## src/rtl/synth_pkg.sv

```systemverilog
// Shared constants for the note-clock bank: key count, note index width,
// allocator FSM encoding and note index names (diatonic E2..E4).
package synth_pkg;

  localparam int unsigned NUM_NOTES = 15;
  localparam int unsigned NOTE_W    = 4;

  typedef enum logic [1:0] {
    StIdle  = 2'd0,
    StRel   = 2'd1,
    StAlloc = 2'd2
  } alloc_state_e;

  localparam logic [NOTE_W-1:0] NoteE2 = 4'd0;
  localparam logic [NOTE_W-1:0] NoteF2 = 4'd1;
  localparam logic [NOTE_W-1:0] NoteG2 = 4'd2;
  localparam logic [NOTE_W-1:0] NoteA2 = 4'd3;
  localparam logic [NOTE_W-1:0] NoteB2 = 4'd4;
  localparam logic [NOTE_W-1:0] NoteC3 = 4'd5;
  localparam logic [NOTE_W-1:0] NoteD3 = 4'd6;
  localparam logic [NOTE_W-1:0] NoteE3 = 4'd7;
  localparam logic [NOTE_W-1:0] NoteF3 = 4'd8;
  localparam logic [NOTE_W-1:0] NoteG3 = 4'd9;
  localparam logic [NOTE_W-1:0] NoteA3 = 4'd10;
  localparam logic [NOTE_W-1:0] NoteB3 = 4'd11;
  localparam logic [NOTE_W-1:0] NoteC4 = 4'd12;
  localparam logic [NOTE_W-1:0] NoteD4 = 4'd13;
  localparam logic [NOTE_W-1:0] NoteE4 = 4'd14;

endpackage

```

## src/rtl/voice_tick_gen.sv

```systemverilog
// One voice slot: holds active/note, selects its note clock, emits rising-edge
// ticks and the (re)assignment start pulse, and keeps a saturating age.
module voice_tick_gen #(
  parameter int unsigned NUM_NOTES = 15,
  parameter int unsigned NOTE_W    = 4,
  parameter int unsigned AGE_W     = 8
) (
  input  logic                 CLK,
  input  logic                 rst_n,
  input  logic                 enable,
  input  logic [NUM_NOTES-1:0] clock_array,
  input  logic                 assign_en,
  input  logic [NOTE_W-1:0]    assign_note,
  input  logic                 release_en,
  output logic                 active,
  output logic [NOTE_W-1:0]    note,
  output logic                 tick,
  output logic                 start,
  output logic [AGE_W-1:0]     age
);

  logic              active_q;
  logic [NOTE_W-1:0] note_q;
  logic              hist_q;
  logic              start_q;
  logic [AGE_W-1:0]  age_q;
  logic              clk_sel;

  assign clk_sel = clock_array[note_q];

  always_ff @(posedge CLK or negedge rst_n) begin
    if (!rst_n) begin
      active_q <= 1'b0;
      note_q   <= '0;
      hist_q   <= 1'b0;
      start_q  <= 1'b0;
      age_q    <= '0;
    end else if (!enable) begin
      active_q <= 1'b0;
      note_q   <= '0;
      hist_q   <= 1'b0;
      start_q  <= 1'b0;
      age_q    <= '0;
    end else begin
      start_q <= assign_en;
      if (assign_en) begin
        active_q <= 1'b1;
        note_q   <= assign_note;
        age_q    <= '0;
        // Preload history so a clock already high does not tick on assignment.
        hist_q   <= clock_array[assign_note];
      end else if (release_en) begin
        active_q <= 1'b0;
        note_q   <= '0;
        age_q    <= '0;
        hist_q   <= 1'b0;
      end else begin
        hist_q <= clk_sel;
        if (active_q && (age_q != '1)) begin
          age_q <= age_q + 1'b1;
        end
      end
    end
  end

  assign active = active_q;
  assign note   = note_q;
  assign start  = start_q;
  assign age    = age_q;
  assign tick   = enable & active_q & clk_sel & ~hist_q;

endmodule

```

## src/rtl/voice_allocator.sv

```systemverilog
// Polyphonic voice allocator: key edge detection, pending press/release queues and
// a one-event-per-visit FSM. Define VOICE_STEAL_EN to steal the oldest slot when full.
module voice_allocator #(
  parameter int unsigned VOICES    = 4,
  parameter int unsigned NUM_NOTES = synth_pkg::NUM_NOTES,
  parameter int unsigned NOTE_W    = synth_pkg::NOTE_W,
  parameter int unsigned AGE_W     = 8
) (
  input  logic                     CLK,
  input  logic                     rst_n,
  input  logic                     enable,
  input  logic [NUM_NOTES-1:0]     key_in,
  input  logic [NUM_NOTES-1:0]     CLOCK_ARRAY,
  output logic [VOICES-1:0]        voice_active,
  output logic [VOICES*NOTE_W-1:0] voice_note,
  output logic [VOICES-1:0]        voice_tick,
  output logic [VOICES-1:0]        voice_start,
  output logic                     drop_pulse
);

  import synth_pkg::*;

  alloc_state_e state_q, state_d;

  logic [NUM_NOTES-1:0] key_q;
  logic [NUM_NOTES-1:0] press_edge, rel_edge;
  logic [NUM_NOTES-1:0] pend_p_q, pend_p_d;
  logic [NUM_NOTES-1:0] pend_r_q, pend_r_d;
  logic [NOTE_W-1:0]    pend_p_idx, pend_r_idx;

  logic [NOTE_W-1:0]    note_arr [VOICES];
  logic [AGE_W-1:0]     age_arr  [VOICES];
  logic [VOICES-1:0]    free_sel, oldest_sel, assign_vec, release_vec;
  logic                 free_found;
  logic [AGE_W-1:0]     best_age;
  int                   best_v;

  logic                 do_rel, do_alloc, drop_d, drop_q;

  assign press_edge = key_in & ~key_q;
  assign rel_edge   = ~key_in & key_q;

  // Lowest-index priority encoders over the pending vectors.
  always_comb begin
    pend_p_idx = '0;
    pend_r_idx = '0;
    for (int i = NUM_NOTES - 1; i >= 0; i--) begin
      if (pend_p_q[i]) pend_p_idx = NOTE_W'(i);
      if (pend_r_q[i]) pend_r_idx = NOTE_W'(i);
    end
  end

  // Lowest free slot and oldest slot (max age, ties to lowest index).
  always_comb begin
    free_sel   = '0;
    free_found = 1'b0;
    best_age   = '0;
    best_v     = 0;
    oldest_sel = '0;
    for (int v = 0; v < VOICES; v++) begin
      if (!voice_active[v] && !free_found) begin
        free_sel[v] = 1'b1;
        free_found  = 1'b1;
      end
      if (age_arr[v] > best_age) begin
        best_age = age_arr[v];
        best_v   = v;
      end
    end
    for (int v = 0; v < VOICES; v++) begin
      oldest_sel[v] = (v == best_v);
    end
  end

  // FSM: state register.
  always_ff @(posedge CLK or negedge rst_n) begin
    if (!rst_n) begin
      state_q <= StIdle;
    end else if (!enable) begin
      state_q <= StIdle;
    end else begin
      state_q <= state_d;
    end
  end

  // FSM: next state.
  always_comb begin
    state_d = state_q;
    unique case (state_q)
      StIdle: begin
        if (|pend_r_q) begin
          state_d = StRel;
        end else if (|pend_p_q) begin
          state_d = StAlloc;
        end
      end
      StRel:   state_d = StIdle;
      StAlloc: state_d = StIdle;
      default: state_d = StIdle;
    endcase
  end

  // FSM: outputs. Pending bits can vanish between IDLE and service, hence the guards.
  always_comb begin
    do_rel      = enable && (state_q == StRel) && (|pend_r_q);
    do_alloc    = enable && (state_q == StAlloc) && (|pend_p_q);
    assign_vec  = '0;
    release_vec = '0;
    drop_d      = 1'b0;
    if (do_alloc) begin
`ifdef VOICE_STEAL_EN
      assign_vec = free_found ? free_sel : oldest_sel;
`else
      assign_vec = free_found ? free_sel : '0;
      drop_d     = ~free_found;
`endif
    end
    for (int v = 0; v < VOICES; v++) begin
      release_vec[v] = do_rel && voice_active[v] && (note_arr[v] == pend_r_idx);
    end
  end

`ifndef VOICE_STEAL_EN
  logic unused_oldest;
  assign unused_oldest = ^oldest_sel;
`endif

  // Service clears first, then new edges apply so a same-cycle edge wins.
  always_comb begin
    pend_p_d = pend_p_q;
    pend_r_d = pend_r_q;
    if (do_alloc) pend_p_d[pend_p_idx] = 1'b0;
    if (do_rel)   pend_r_d[pend_r_idx] = 1'b0;
    pend_p_d = pend_p_d | press_edge;
    pend_r_d = pend_r_d | (rel_edge & ~pend_p_d);
    pend_p_d = pend_p_d & ~rel_edge;
  end

  always_ff @(posedge CLK or negedge rst_n) begin
    if (!rst_n) begin
      key_q    <= '0;
      pend_p_q <= '0;
      pend_r_q <= '0;
      drop_q   <= 1'b0;
    end else begin
      key_q <= key_in;
      if (!enable) begin
        pend_p_q <= '0;
        pend_r_q <= '0;
        drop_q   <= 1'b0;
      end else begin
        pend_p_q <= pend_p_d;
        pend_r_q <= pend_r_d;
        drop_q   <= drop_d;
      end
    end
  end

  assign drop_pulse = drop_q;

  for (genvar v = 0; v < VOICES; v++) begin : g_voice
    voice_tick_gen #(
      .NUM_NOTES (NUM_NOTES),
      .NOTE_W    (NOTE_W),
      .AGE_W     (AGE_W)
    ) u_voice (
      .CLK         (CLK),
      .rst_n       (rst_n),
      .enable      (enable),
      .clock_array (CLOCK_ARRAY),
      .assign_en   (assign_vec[v]),
      .assign_note (pend_p_idx),
      .release_en  (release_vec[v]),
      .active      (voice_active[v]),
      .note        (note_arr[v]),
      .tick        (voice_tick[v]),
      .start       (voice_start[v]),
      .age         (age_arr[v])
    );
    assign voice_note[v*NOTE_W +: NOTE_W] = note_arr[v];
  end

endmodule
```

## config.mk

```make
export PLATFORM = sky130hd
export DESIGN_NAME = voice_allocator
export DESIGN_NICKNAME = d
export VERILOG_FILES = /design/src/rtl/synth_pkg.sv /design/src/rtl/voice_tick_gen.sv /design/src/rtl/voice_allocator.sv
export SDC_FILE = /design/constraint.sdc
export NUM_CORES = 1
export LEC_CHECK = 0
export BUFFER_PORTS_ARGS = -buffer_cell sky130_fd_sc_hd__buf_2
export CELL_PAD_IN_SITES_DETAIL_PLACEMENT = 0
export CELL_PAD_IN_SITES_GLOBAL_PLACEMENT = 1
export CORE_MARGIN = 3
export CORE_UTILIZATION = 43
export DETAILED_ROUTE_END_ITERATION = 10
export PLACE_DENSITY_LB_ADDON = 0.2
export SLEW_MARGIN = 20
export SYNTH_ARGS = -nofsm -noshare
export SYNTH_HDL_FRONTEND = slang
export SYNTH_HIERARCHICAL = 1
export SYNTH_SLANG_ARGS = --single-unit
```

## constraint.sdc

```tcl
create_clock -name CLK -period 2.7 [get_ports CLK]
set_clock_uncertainty 0.2 [all_clocks]
set_input_delay 0.135 -clock CLK [delete_from_list [all_inputs] [get_ports CLK]]
set_output_delay 0.135 -clock CLK [all_outputs]
set_load 0.03 [all_outputs]
```

==> results.md <==
- Number of cell rows: 38
- Synth Warn #: 6
- Via-to-Cell Ratio: 5.86
- Routed WL: 14,100 um
- Total gr overflow: 0
- Dpl hpwl: 9930 um
- Cells after Synth: 491
- Fin util: 0.584
- Clk_lat worst skew: 0.34 ns
- LEAKAGE: 2.77 nW
- Boundary Pins: 62
- 1st-iter DRT viols: 257
- Share of post-route cells with drive strength above 1: 0.340
- Status: finished clean
- GP Congestion: 0.861
- Largest net degree at the start of global routing: 77
- Crit path capture type: flip-flop
- Routed length on met2: 6370 um
- Area growth syn-to-layout: 30.6%
- Global-route wire length before repair: 23,100 um
- Startpoint Class: flip-flop
- Placed Instances: 715
- FF-to-FF Start: pend_r_q[12]
- Tmin final: 2.64 ns
- Fmax: 378 MHz
- HP Class: in -> reg
- DR top layer: met4
- Worst-path clk slew: 0.06 ns
- RSZ-0062 raised after global routing: true
- Root buf cell: clkbuf_16
- Initial Util: 0.447
- IO buf count: 61
- Max VDD drop: 434 uV
- Max-Cap Viols: 0
- Vias: 4,427
- Final Cycle Share: 0.979
- CP startpoint: pend_r_q[12]
- Vias in the first global route: 4,330
- Worst Path Required: 2.75 ns
- Clock Path Buffers: 2
- Nets: 643
- CTS tree: built
- Met3 WL: 792 um
- Num CTS Buffers: 9
- H-tree depth: 3
- Number of non-filler instances in the completed layout: 755
- Finished Cell Area: 6450 sq um
- Worst-margin pin slew: 0.973 ns
- Pwr Density: 548 nW/um^2
- Core ar.: 11,000 sq um
- Synth Area per Inst: 10.1 sq um
- Die extent in y: 113 um
- Diodes inserted: 0
- Routed WL per cell: 18.7 um
- Final Worst Setup Slack: 0.0570 ns
- Final hold viol count: 0
- CP Max Fanout: 5
- Synthesized area: 4940 sq um
- Max-slew violations: 0
- Headroom to the max-slew limit: 0.351
- Final setup viols: 0
- Clock sinks: 76
- DRC: 0
- Routed Antenna Nets: 0
- Pre-CTS WS: -0.163 ns
- Fin Setup TNS: 0 ns
- DIE WIDTH: 113 um
- DRT Pass-1 Iters: 7
- Arrival time worst endpoint: 2.69 ns
- Initial antenna violation count: 0
- Design Power: 3.53 mW
- Post-DP Area: 5700 sq um
- Synthesized net count: 524
- Hold_ws: 0.183 ns
- Critical path class: reg -> reg
- Hold path start: CLOCK_ARRAY[7]
- Die ar.: 12,800 sq um
- Total global-route track usage: 0.227
- Wl on met1: 6840 um
registers in the layout (all words and copies together), names as in the netlist:
signal / flops
state_q: 2
g_voice.u_voice/hist_q: 4
g_voice.u_voice/active: 4
drop_pulse: 1
g_voice.u_voice/start: 4
g_voice.u_voice/note: 16
key_q: 15
pend_p_q: 15
pend_r_q: 15
cells in the final DEF, fill, tap and decap left out, types with 17 or more instances in the layout:
cell type / n
buf_2: 60
buf_4: 56
dfrtp_1: 72
dlygate4sd3_1: 17
inv_1: 24
mux2i_1: 20
nand2_1: 27
nor2_1: 33
nor2b_1: 18
path summary, 6_finish.rpt:
path | end | slack (ns) | cells past startpoint
worst max-delay path | g_voice[3].u_voice/hist_q | 0.06 | 9
worst max register to register | g_voice[3].u_voice/hist_q | 0.06 | 9
max in group asynchronous | pend_r_q[13] | 1.33 | 2
worst min-delay path | g_voice[1].u_voice/hist_q | 0.18 | 5
worst min register to register | pend_p_q[11] | 0.25 | 1
min in group asynchronous | key_q[2] | 0.29 | 2
routing by layer:
layer	vias to the layer above	global-route usage
li1	2098	-
met1	2185	0.343
met2	134	0.338
met3	10	0.0476
met4	0	0.0433
met5	-	0
critical path, stage by stage (launching register included):
cell	delay [ns]
dfrtp_2	0.44
nand2b_1	0.16
a221o_1	0.32
a211oi_2	0.29
o21bai_2	0.10
buf_4	0.16
xnor2_2	0.15
nor3_2	0.09
or3b_2	0.44
o211ai_1	0.20
timing repair:
item | CTS | global route
hold buffers | 17 | 0
setup buffers | 1 | 6
hold endpoints to repair | 121 | 0
endpoints found under the setup margin | 20 | 26
pin swaps | 1 | 15
gates resized for setup | 9 | 33
final cells by class:
cell class	count	area, sq um
clock buffer	13	270
tap	140	175
sequential	76	1910
clock inverter	3	67.6
fill	945	4580
inverter	25	93.8
multi-input combinational	362	2980
timing repair buffer	136	951
power breakdown:
part	switching (mW)	total, mW	internal (mW)
Sequential	0.0460	1.23	1.19
Clock	0.475	1.36	0.886
Combinational	0.479	0.936	0.457
Total	1.00	3.53	2.53
(Power assumes the default switching activity.)
